**src/rtl/run_ctrl_pkg.sv**
```systemverilog
// run_ctrl shared types: FSM state encoding and reset-state helper.
// Imported by the run/resume controller and its interface.
package run_ctrl_pkg;

    localparam int STATE_W = 2;

    typedef enum logic [STATE_W-1:0] {
        RS_RUN    = 2'd0,
        RS_HALTED = 2'd1,
        RS_ARMED  = 2'd2,
        RS_RESUME = 2'd3
    } run_state_e;

    function automatic run_state_e reset_state(input bit start_halted);
        return start_halted ? RS_HALTED : RS_RUN;
    endfunction

endpackage

```
**src/rtl/run_ctrl_if.sv**
```systemverilog
// Button/CPU-side signal bundle of the run/resume controller.
// master = board + decode side, slave = run_ctrl.
interface run_ctrl_if;
    import run_ctrl_pkg::*;

    logic               BTN_L;
    logic               HALT_INSN;
    logic               STEP_MODE;
    logic               PC_EN;
    logic               HALTED;
    logic               BTN_PRESS;
    logic [STATE_W-1:0] STATE;

    modport master (
        output BTN_L, HALT_INSN, STEP_MODE,
        input  PC_EN, HALTED, BTN_PRESS, STATE
    );

    modport slave (
        input  BTN_L, HALT_INSN, STEP_MODE,
        output PC_EN, HALTED, BTN_PRESS, STATE
    );

endinterface

```
**src/rtl/run_ctrl_btn_debounce.sv**
```systemverilog
// Push-button conditioner: 2-flop synchronizer, debounce counter,
// and press/release edge detection on the debounced level.
module run_ctrl_btn_debounce #(
    parameter int DB_CYCLES = 16,
    parameter int DB_W      = 5
) (
    input  logic CLK,
    input  logic RST_L,
    input  logic BTN_L,
    output logic BTN_DB_L,
    output logic PRESS,
    output logic RELEASE
);

    localparam logic [DB_W-1:0] CNT_MAX = DB_W'(DB_CYCLES - 1);

    logic            s1;
    logic            s2;
    logic            db_prev;
    logic [DB_W-1:0] cnt;

    // Bring the raw button into the clock domain.
    always_ff @(posedge CLK) begin
        if (!RST_L) begin
            s1 <= 1'b1;
            s2 <= 1'b1;
        end else begin
            s1 <= BTN_L;
            s2 <= s1;
        end
    end

    // Accept a new level only after it has held for DB_CYCLES edges;
    // the counter stops at CNT_MAX because it clears on the flip.
    always_ff @(posedge CLK) begin
        if (!RST_L) begin
            cnt      <= '0;
            BTN_DB_L <= 1'b1;
        end else if (s2 == BTN_DB_L) begin
            cnt <= '0;
        end else if (cnt == CNT_MAX) begin
            cnt      <= '0;
            BTN_DB_L <= s2;
        end else begin
            cnt <= cnt + 1'b1;
        end
    end

    // Previous debounced level for edge detection.
    always_ff @(posedge CLK) begin
        if (!RST_L) begin
            db_prev <= 1'b1;
        end else begin
            db_prev <= BTN_DB_L;
        end
    end

    assign PRESS   = db_prev & ~BTN_DB_L;
    assign RELEASE = ~db_prev & BTN_DB_L;

endmodule

```
**src/rtl/run_ctrl.sv**
```systemverilog
// Run/resume controller: gates PC updates on HALT instructions,
// debounced button presses and single-step mode.
module run_ctrl
    import run_ctrl_pkg::*;
#(
    parameter int DB_CYCLES    = 16,
    parameter int DB_W         = 5,
    parameter bit START_HALTED = 1'b0
) (
    input logic      CLK,
    input logic      RST_L,
    run_ctrl_if.slave bus
);

    logic       btn_db_l_unused;
    logic       btn_press;
    logic       btn_release;
    run_state_e state;

    run_ctrl_btn_debounce #(
        .DB_CYCLES (DB_CYCLES),
        .DB_W      (DB_W)
    ) u_db (
        .CLK      (CLK),
        .RST_L    (RST_L),
        .BTN_L    (bus.BTN_L),
        .BTN_DB_L (btn_db_l_unused),
        .PRESS    (btn_press),
        .RELEASE  (btn_release)
    );

    // Halt on HALT/step, arm on press, resume for one cycle on release.
    always_ff @(posedge CLK) begin
        if (!RST_L) begin
            state <= reset_state(START_HALTED);
        end else begin
            unique case (state)
                RS_RUN: begin
                    if (bus.HALT_INSN || bus.STEP_MODE) begin
                        state <= RS_HALTED;
                    end
                end
                RS_HALTED: begin
                    if (btn_press) begin
                        state <= RS_ARMED;
                    end
                end
                RS_ARMED: begin
                    if (btn_release) begin
                        state <= RS_RESUME;
                    end
                end
                RS_RESUME: begin
                    state <= bus.STEP_MODE ? RS_HALTED : RS_RUN;
                end
            endcase
        end
    end

    // PC enable decode; RESUME always advances exactly once.
    always_comb begin
        bus.PC_EN = 1'b0;
        unique case (state)
            RS_RUN:    bus.PC_EN = ~bus.HALT_INSN & ~bus.STEP_MODE;
            RS_RESUME: bus.PC_EN = 1'b1;
            default:   bus.PC_EN = 1'b0;
        endcase
    end

    assign bus.HALTED    = (state == RS_HALTED) | (state == RS_ARMED);
    assign bus.BTN_PRESS = btn_press;
    assign bus.STATE     = state;

endmodule

```
**src/flat_wrapper.sv**
```systemverilog
// flat-port wrapper written by rule: the top's interface ports become plain ports
module run_ctrl_flat import run_ctrl_pkg::*;
#(
    parameter int DB_CYCLES    = 16,
    parameter int DB_W         = 5,
    parameter bit START_HALTED = 1'b0
)
  (CLK, RST_L, bus_BTN_L, bus_HALT_INSN, bus_STEP_MODE, bus_PC_EN, bus_HALTED, bus_BTN_PRESS, bus_STATE);
  run_ctrl_if bus_i ();
  input logic CLK;
  input logic RST_L;
  input wire logic [$bits(bus_i.BTN_L)-1:0] bus_BTN_L;
  input wire logic [$bits(bus_i.HALT_INSN)-1:0] bus_HALT_INSN;
  input wire logic [$bits(bus_i.STEP_MODE)-1:0] bus_STEP_MODE;
  output wire logic [$bits(bus_i.PC_EN)-1:0] bus_PC_EN;
  output wire logic [$bits(bus_i.HALTED)-1:0] bus_HALTED;
  output wire logic [$bits(bus_i.BTN_PRESS)-1:0] bus_BTN_PRESS;
  output wire logic [$bits(bus_i.STATE)-1:0] bus_STATE;
  assign bus_i.BTN_L = bus_BTN_L;
  assign bus_i.HALT_INSN = bus_HALT_INSN;
  assign bus_i.STEP_MODE = bus_STEP_MODE;
  assign bus_PC_EN = bus_i.PC_EN;
  assign bus_HALTED = bus_i.HALTED;
  assign bus_BTN_PRESS = bus_i.BTN_PRESS;
  assign bus_STATE = bus_i.STATE;
  run_ctrl #(.DB_CYCLES(DB_CYCLES), .DB_W(DB_W), .START_HALTED(START_HALTED)) u_core (.CLK(CLK), .RST_L(RST_L), .bus(bus_i));
endmodule
```
**config.mk**
```make
export PLATFORM = sky130hd
export DESIGN_NAME = run_ctrl_flat
export DESIGN_NICKNAME = d
export VERILOG_FILES = /design/src/rtl/run_ctrl_pkg.sv /design/src/rtl/run_ctrl_if.sv /design/src/rtl/run_ctrl_btn_debounce.sv /design/src/rtl/run_ctrl.sv /design/src/flat_wrapper.sv
export SDC_FILE = /design/constraint.sdc
export NUM_CORES = 1
export LEC_CHECK = 0
export BUFFER_PORTS_ARGS = -buffer_cell sky130_fd_sc_hd__buf_4
export CAP_MARGIN = 20
export CORE_AREA = 2 2 39 41
export DETAILED_ROUTE_END_ITERATION = 8
export DIE_AREA = 0 0 41 43
export GPL_ROUTABILITY_DRIVEN = 0
export GPL_TIMING_DRIVEN = 1
export REMOVE_ABC_BUFFERS = 1
export SYNTH_ARGS = -nofsm -noshare
export SYNTH_HDL_FRONTEND = slang
export SYNTH_HIERARCHICAL = 1
export SYNTH_SLANG_ARGS = --single-unit
```
**constraint.sdc**
```tcl
create_clock -name CLK -period 3.7 [get_ports CLK]
set_input_delay 0.37 -clock CLK [delete_from_list [all_inputs] [get_ports CLK]]
set_output_delay 0.37 -clock CLK [all_outputs]
set_load 0.01 [all_outputs]
```
==> impl_metrics.yaml, run 1 <==
run_status:
  result_of_the_run: "completed"
worst_setup_path:
  worstPathMaxFanout: 6
  cp_data_arrival_time_ns: 1.62
  worst-endpoint-required_ns: 3.33
  crit_chain: "inv_1 > ha_1 > or3b_4 > a21oi_1 > buf_4"
  cpPeakStageDelay_ns: 0.40
  setup.reg_to_reg.worst_slack_ns: 2.21
  crit_path_start_kind: "flop"
  critPathSlowestCell: "sky130_fd_sc_hd__or3b_4"
  setup.worst_path.class: "reg2out"
  crit_family: "simple AND/OR/NAND/NOR gates"
  critPathCaptureType: "primary output"
  critical_path.n_buffers_inverters: 2
clocking:
  ctsResizeCount: 0
  cts.sink_count: 11
  tritoncts.num_buffers: 3
  ctsHoldBuffers: 0
  cts.reportedPaths.clkPinSlew_ns: 0.07
  h-tree-depth: 1
  cts-root-buf: "sky130_fd_sc_hd__clkbuf_4"
  clockBufferDepth: 2
  worstSkewPairLatency_ns: 0.26
  cts_tree: "done"
  cts_post_setup_buffers_inserted: 0
hold_path:
  hold_path.class: "in2reg"
die:
  fp.dieArea_sq_um: 1763
  num_io_pins: 10
  coreArea_sq_um: 1384
  row_cnt: 14
  start_util: 0.3924
  die_height_um: 43
  die_w_um: 41
routing:
  drc: 0
  drt_first_pass_iters: 3
  drt_wl_cell_um: 10.29
  drtIter0Drc: 3
  routed_wirelength_um: 854
  routed-via-count: 393
  ant_nets: 0
  viasPerCell: 4.735
logic_synthesis:
  syn_area_per_cell_sq_um: 10.06
  post_synth_num_cell_types: 22
  yosys_reg_bits: 11
  synth_warnings: 6
  synth-seq-area-share: 0.4055
  instance_count_of_the_mapped_netlist: 54
  netlist_area_sq_um: 543.0
placement:
  io_buffers: 9
  hpwl_detailed_um: 684.7
global_route:
  vias_in_the_first_global_route: 402
  global_route.overflow_total: 0
  maximum_number_of_pins_on_one_net_before_global_route_repair: 7
  grt_antenna_before_repair: 0
  globalRouteTotalUtil: 0.1374
  grt_pass1_wl_um: 1524
power_and_ir_drop:
  power.switching_mw: 0.1248
  powerDensity_nw_per_um2: 567.6
  power_frac_seq: 0.382
  power_report.internal_total_mw: 0.2481
  static-leakage-power_nw: 0.2804
  p_sw_frac: 0.3347
  pwr-share-comb: 0.403
  worst_vdd_ir_mv: 0.2614
  clock_power_share: 0.214
  p_total_mw: 0.3728
cells_and_area:
  post_route_cells_drive_above_1_share: 0.2537
  layout.nets: 80
  fillerInstances: 135
  num_antenna_cells: 0
  flow.area_growth_from_synthesis_pct: 20.97
  finalCoreUtilization: 0.4747
timing:
  final_hold_viol_count: 0
  totalNegativeSetupSlack_ns: 0
  maximum_clock_skew_at_final_layout_ns: 0.001265
  slew_headroom: 0.8629
  unrepaired_setup_endpoints_after_global_routing: "false"
  fmax_ghz: 0.5033
  setup_violations: 0
  timing_max_transition_violations_final: 0
  fin_crit_ns: 1.987
  worst-slew-pin-transition_ns: 0.2054
  fin_crit_sh: 0.5370
run:
  maxCapViolCount: 0
-- power groups by stage --
stage | combinational, mW | clock, mW | sequential [mW]
2_1_floorplan | 0.0974 | 0 | 0.147
3_3_place_gp | 0.150 | 0 | 0.145
3_5_place_dp | 0.152 | 0 | 0.146
4_1_cts | 0.152 | 0.0860 | 0.143
5_1_grt | 0.166 | 0.0934 | 0.145
6_report | 0.150 | 0.0800 | 0.142
-- layout by cell type (no fill, tap or decap) --
| cell | netlist | routed |
|---|---|---|
| sky130_fd_sc_hd__a21oi_1 | 3 | 3 |
| sky130_fd_sc_hd__mux2i_1 | 1 | 1 |
| sky130_fd_sc_hd__nor2_1 | 5 | 5 |
| sky130_fd_sc_hd__a311oi_2 | 1 | 1 |
| sky130_fd_sc_hd__and3_1 | 1 | 1 |
| sky130_fd_sc_hd__a31oi_1 | 1 | 1 |
| sky130_fd_sc_hd__nand4_1 | 1 | 1 |
| sky130_fd_sc_hd__or3b_4 | 1 | 1 |
| sky130_fd_sc_hd__dfxtp_1 | 11 | 11 |
| sky130_fd_sc_hd__buf_4 | 0 | 9 |
| sky130_fd_sc_hd__ha_1 | 7 | 7 |
| sky130_fd_sc_hd__a31o_1 | 1 | 1 |
| sky130_fd_sc_hd__nand3_1 | 2 | 2 |
| sky130_fd_sc_hd__and2b_1 | 1 | 1 |
| sky130_fd_sc_hd__nor2b_1 | 1 | 1 |
| sky130_fd_sc_hd__clkbuf_1 | 0 | 1 |
| sky130_fd_sc_hd__and3_4 | 1 | 1 |
| sky130_fd_sc_hd__clkbuf_4 | 0 | 3 |
| sky130_fd_sc_hd__nand2b_4 | 1 | 1 |
| sky130_fd_sc_hd__nand3b_2 | 1 | 1 |
| sky130_fd_sc_hd__nand2_1 | 1 | 1 |
| sky130_fd_sc_hd__xnor2_1 | 1 | 1 |
| sky130_fd_sc_hd__inv_1 | 6 | 6 |
| sky130_fd_sc_hd__xor2_1 | 2 | 2 |
| sky130_fd_sc_hd__nand2b_1 | 4 | 4 |
-- stage by stage --
step                instance area, sq um  std cells  hold WS [ns]  worst slack (ns)
finish                             656.9         83        0.2877             1.713
global placement                   630.6         79        0.4083             2.018
global route                       656.9         83        0.2705             1.568
floorplan                          543.0         54        0.3863             2.075
detailed placement                 630.6         79        0.4097             2.003
CTS                                656.9         83        0.2779             1.702
-- state kept, by name, summed over array words and instances (netlist names) --
register,flops
u_core/u_db/s2,1
u_core/u_db/BTN_DB_L,1
u_core/u_db/cnt,5
u_core/bus.STATE,2
u_core/u_db/db_prev,1
u_core/u_db/s1,1
-- cells in the mapped netlist --
cell | count | area (sq um)
sky130_fd_sc_hd__nor2_1 | 5 | 18.77
sky130_fd_sc_hd__a31oi_1 | 1 | 6.260
sky130_fd_sc_hd__nand3_1 | 2 | 10.01
sky130_fd_sc_hd__a31o_1 | 1 | 8.760
sky130_fd_sc_hd__and3_4 | 1 | 11.26
sky130_fd_sc_hd__mux2i_1 | 1 | 10.01
sky130_fd_sc_hd__dfxtp_1 | 11 | 220.2
sky130_fd_sc_hd__or3b_4 | 1 | 11.26
sky130_fd_sc_hd__xnor2_1 | 1 | 8.760
sky130_fd_sc_hd__nand3b_2 | 1 | 11.26
sky130_fd_sc_hd__nand2b_1 | 4 | 25.02
sky130_fd_sc_hd__nand2_1 | 1 | 3.750
sky130_fd_sc_hd__ha_1 | 7 | 87.58
sky130_fd_sc_hd__inv_1 | 6 | 22.52
sky130_fd_sc_hd__and3_1 | 1 | 6.260
sky130_fd_sc_hd__nand4_1 | 1 | 6.260
sky130_fd_sc_hd__nor2b_1 | 1 | 6.260
sky130_fd_sc_hd__nand2b_4 | 1 | 13.76
sky130_fd_sc_hd__and2b_1 | 1 | 7.510
sky130_fd_sc_hd__xor2_1 | 2 | 17.52
sky130_fd_sc_hd__a21oi_1 | 3 | 15.01
sky130_fd_sc_hd__a311oi_2 | 1 | 15.01
-- layout make-up --
class                   instances  area, sq um  share of cell area
multi-input cells              37        300.3              0.4571
inverters                       6        22.52             0.03429
flip-flops and latches         11        220.2              0.3352
clock buffers                   4        26.28             0.04000
well taps                      16        20.02             0.03048
repair buffers                  9        67.56              0.1029
-- worst reg2reg max path: cells and delay by family, from the launching register on --
family / cells / cell delay, ns
and+or+nand+nor: 2 / 0.57
adders and majority gates: 1 / 0.16
buffers and inverters: 1 / 0.14
DFF: 1 / 0.36
AOI/OAI and AO/OA: 1 / 0.17
-- final timing paths --
check,endpoint,cells after the start,from
max reg2reg,u_core/bus.STATE[0],5,u_core/bus.STATE[0]
min reg2reg,u_core/u_db/s2,1,u_core/u_db/s1
max,bus_PC_EN,5,u_core/bus.STATE[0]
min,u_core/u_db/s1,2,bus_BTN_L
-- kinds of logic after synthesis --
kind of cell / after synthesis / share of synthesized area
simple gates: 20 / 0.2419
flops: 11 / 0.4055
fa+ha+maj: 7 / 0.1613
compound gates: 6 / 0.08294
buf+inv: 6 / 0.04147
xor+xnor: 3 / 0.04840
mux: 1 / 0.01843
-- layer usage --
metal | vias up | global-route usage | share of wire
met4 | 0 | 0.1200 | 0.018
met3 | 2 | 0.05236 | 0.073
li1 | 205 | - | -
met1 | 177 | 0.1443 | 0.46
met2 | 9 | 0.2000 | 0.44
met5 | - | 0 | 0
(Power assumes the default switching activity.)
==> inputs of run 2 (changes only) <==
- ABC_AREA: default -> 1
- clock period: 3.7 -> 1.9 ns (I/O delays scaled with it)
==> impl_metrics.yaml, run 2 <==
logic_synthesis:
  synth.top_cells.by_count: "sky130_fd_sc_hd__nor2_1, sky130_fd_sc_hd__dfxtp_1, sky130_fd_sc_hd__nand2_1, sky130_fd_sc_hd__inv_1, sky130_fd_sc_hd__ha_1"
  synthMostInstantiatedCell: "sky130_fd_sc_hd__nor2_1"
  syn_area_per_cell_sq_um: 8.069
  yosys-top-cells-area: "sky130_fd_sc_hd__dfxtp_1, sky130_fd_sc_hd__ha_1, sky130_fd_sc_hd__nor2_1"
  post_synth_num_cell_types: 17
  asyncSetResetFlopFracSynth: 0
  synth-seq-area-share: 0.3955
  instance_count_of_the_mapped_netlist: 69
  yosys_reg_bits: 11
  postSynth.topFlopCell: "sky130_fd_sc_hd__dfxtp_1"
  synth_top_area_cell: "sky130_fd_sc_hd__dfxtp_1"
  synth_warnings: 6
  synth_top_area_share: 0.3955
  netlist_area_sq_um: 556.8
  synth_edf_count: 0
routing:
  routed_wirelength_um: 854
  routed.top_layer: "met4"
  ant_nets: 0
  met1Wirelength_um: 338
  routed-via-count: 441
  drc: 0
  drt_wl_cell_um: 8.714
  route.met2.wl_um: 428
  drtIter0Drc: 2
  viasPerCell: 4.500
  drt_first_pass_iters: 4
  met3_length_um: 53
run:
  maxCapViolCount: 0
worst_setup_path:
  setup.worst_path.class: "reg2out"
  critPathCaptureType: "primary output"
  setup.reg_to_reg.worst_slack_ns: 0.60
  cp-endpoint: "bus_PC_EN"
  worst-endpoint-required_ns: 1.71
  worst_r2r_startpoint: "u_core/u_db/cnt[0]"
  r2r_cells: 7
  critPathSlowestCell: "sky130_fd_sc_hd__dfxtp_1"
  cp_data_arrival_time_ns: 1.39
  worstPathMaxFanout: 5
  crit_start: "u_core/bus.STATE[0]"
  crit_chain: "inv_1 > ha_1 > a21oi_1 > buf_4"
  crit_path_start_kind: "flop"
  crit-reg2reg-capture: "u_core/u_db/cnt[3]"
  cpPeakStageDelay_ns: 0.39
power_and_ir_drop:
  power_frac_seq: 0.397
  power.switching_mw: 0.2350
  p_sw_frac: 0.3421
  pwr-share-comb: 0.378
  clock_power_share: 0.224
  static-leakage-power_nw: 0.3199
  p_total_mw: 0.6868
  powerDensity_nw_per_um2: 1024
  power_report.internal_total_mw: 0.4519
  worst_vdd_ir_mv: 0.3600
clocking:
  cts_post_setup_buffers_inserted: 0
  tritoncts.num_buffers: 3
  cts.reportedPaths.clkPinSlew_ns: 0.07
  worstSkewPairLatency_ns: 0.26
  clockBufferDepth: 2
  cts_tree: "done"
  cts-root-buf: "sky130_fd_sc_hd__clkbuf_4"
  cts.sink_count: 11
  h-tree-depth: 1
  ctsHoldBuffers: 0
  ctsResizeCount: 0
cells_and_area:
  largest_reg_flops: 5
  layout.nets: 95
  regMostFlops: "u_core/u_db/cnt"
  top_library_cells_by_usage_in_the_layout_fill_and_taps_aside: "sky130_fd_sc_hd__nor2_1, sky130_fd_sc_hd__nand2_1, sky130_fd_sc_hd__dfxtp_1"
  layout.cells.most_common: "sky130_fd_sc_hd__nor2_1"
  post_route_cells_drive_above_1_share: 0.2683
  flow.area_growth_from_synthesis_pct: 20.45
  finish.cell_count_without_fillers: 98
  num_antenna_cells: 0
global_route:
  vias_in_the_first_global_route: 401
  maximum_number_of_pins_on_one_net_before_global_route_repair: 7
  globalRouteTotalUtil: 0.1202
  grt_pass1_wl_um: 1366
  grt_antenna_before_repair: 0
  global_route.overflow_total: 0
placement:
  hpwl_detailed_um: 706.7
  io_buffers: 9
  placedCellCount: 94
timing:
  worst_hold_slack_ns: 0.1088
  fmax_ghz: 0.6313
  fin_crit_sh: 0.8337
  maximum_clock_skew_at_final_layout_ns: 0.002490
  slew_headroom: 0.8880
  timing_max_transition_violations_final: 0
  final_hold_viol_count: 0
  totalNegativeSetupSlack_ns: 0
  setup_violations: 0
  fin_crit_ns: 1.584
  worst-slew-pin-transition_ns: 0.1678
  unrepaired_setup_endpoints_after_global_routing: "false"
die:
  die_w_um: 41
  num_io_pins: 10
  row_cnt: 14
  coreArea_sq_um: 1384
  fp.dieArea_sq_um: 1763
  start_util: 0.4024
  die_height_um: 43
run_status:
  result_of_the_run: "completed"
hold_path:
  hold_path.class: "in2reg"
[run 2: worst min-delay path by stage]
stage	start	cells after the start	slack (ns)	to
4_1_cts	bus_BTN_L	2	0.10	u_core/u_db/s1
6_report	bus_BTN_L	2	0.11	u_core/u_db/s1
3_3_place_gp	bus_BTN_L	2	0.38	u_core/u_db/s1
2_1_floorplan	RST_L	1	0.26	u_core/u_db/db_prev
5_1_grt	bus_BTN_L	2	0.10	u_core/u_db/s1
3_5_place_dp	bus_BTN_L	2	0.38	u_core/u_db/s1
[run 2: worst max-delay path: cells and delay by family, from the launching register on]
family	cells	cell delay, ns
flops	1	0.39
fa+ha+maj	1	0.35
buf+inv	2	0.26
compound gates	1	0.13
[run 2: through the flow]
stage          utilization  worst slack, ns  instance area, sq um
2_1_floorplan            -           0.5846                 556.8
3_3_place_gp        0.4656           0.6114                 644.4
3_5_place_dp        0.4656           0.5921                 644.4
4_1_cts             0.4846           0.2876                 670.6
5_1_grt             0.4846           0.2113                 670.6
6_report            0.4846           0.3159                 670.6
[run 2: final cells by class]
type	count	area, sq um
Inverter	12	45.04
Multi-Input combinational cell	46	291.5
Timing Repair Buffer	9	67.56
Clock buffer	4	26.28
Sequential cell	11	220.2
Fill cell	152	713.2
Tap cell	16	20.02
[run 2: logic make-up (layout without fill, tap and decap cells)]
family / Yosys count / count (layout) / share of synthesized area
and+or+nand+nor: 33 / 33 / 0.2989
DFF: 11 / 11 / 0.3955
adders and majority gates: 7 / 7 / 0.1573
xor gates and xnor gates: 1 / 1 / 0.01573
buffers and inverters: 12 / 25 / 0.08091
AOI/OAI and AO/OA: 5 / 5 / 0.05167
[run 2: power groups by stage]
stage	Sequential, mW	Combinational (mW)	Clock, mW
3_5_place_dp	0.279	0.266	0
5_1_grt	0.277	0.296	0.179
2_1_floorplan	0.283	0.164	0
3_3_place_gp	0.278	0.258	0
4_1_cts	0.273	0.267	0.163
6_report	0.273	0.260	0.154
[run 2: per-layer routing]
layer,GRT usage,vias to the layer above
met5,0,-
met4,0.1200,0
met3,0.01571,4
met2,0.2094,10
met1,0.1016,191
li1,-,236
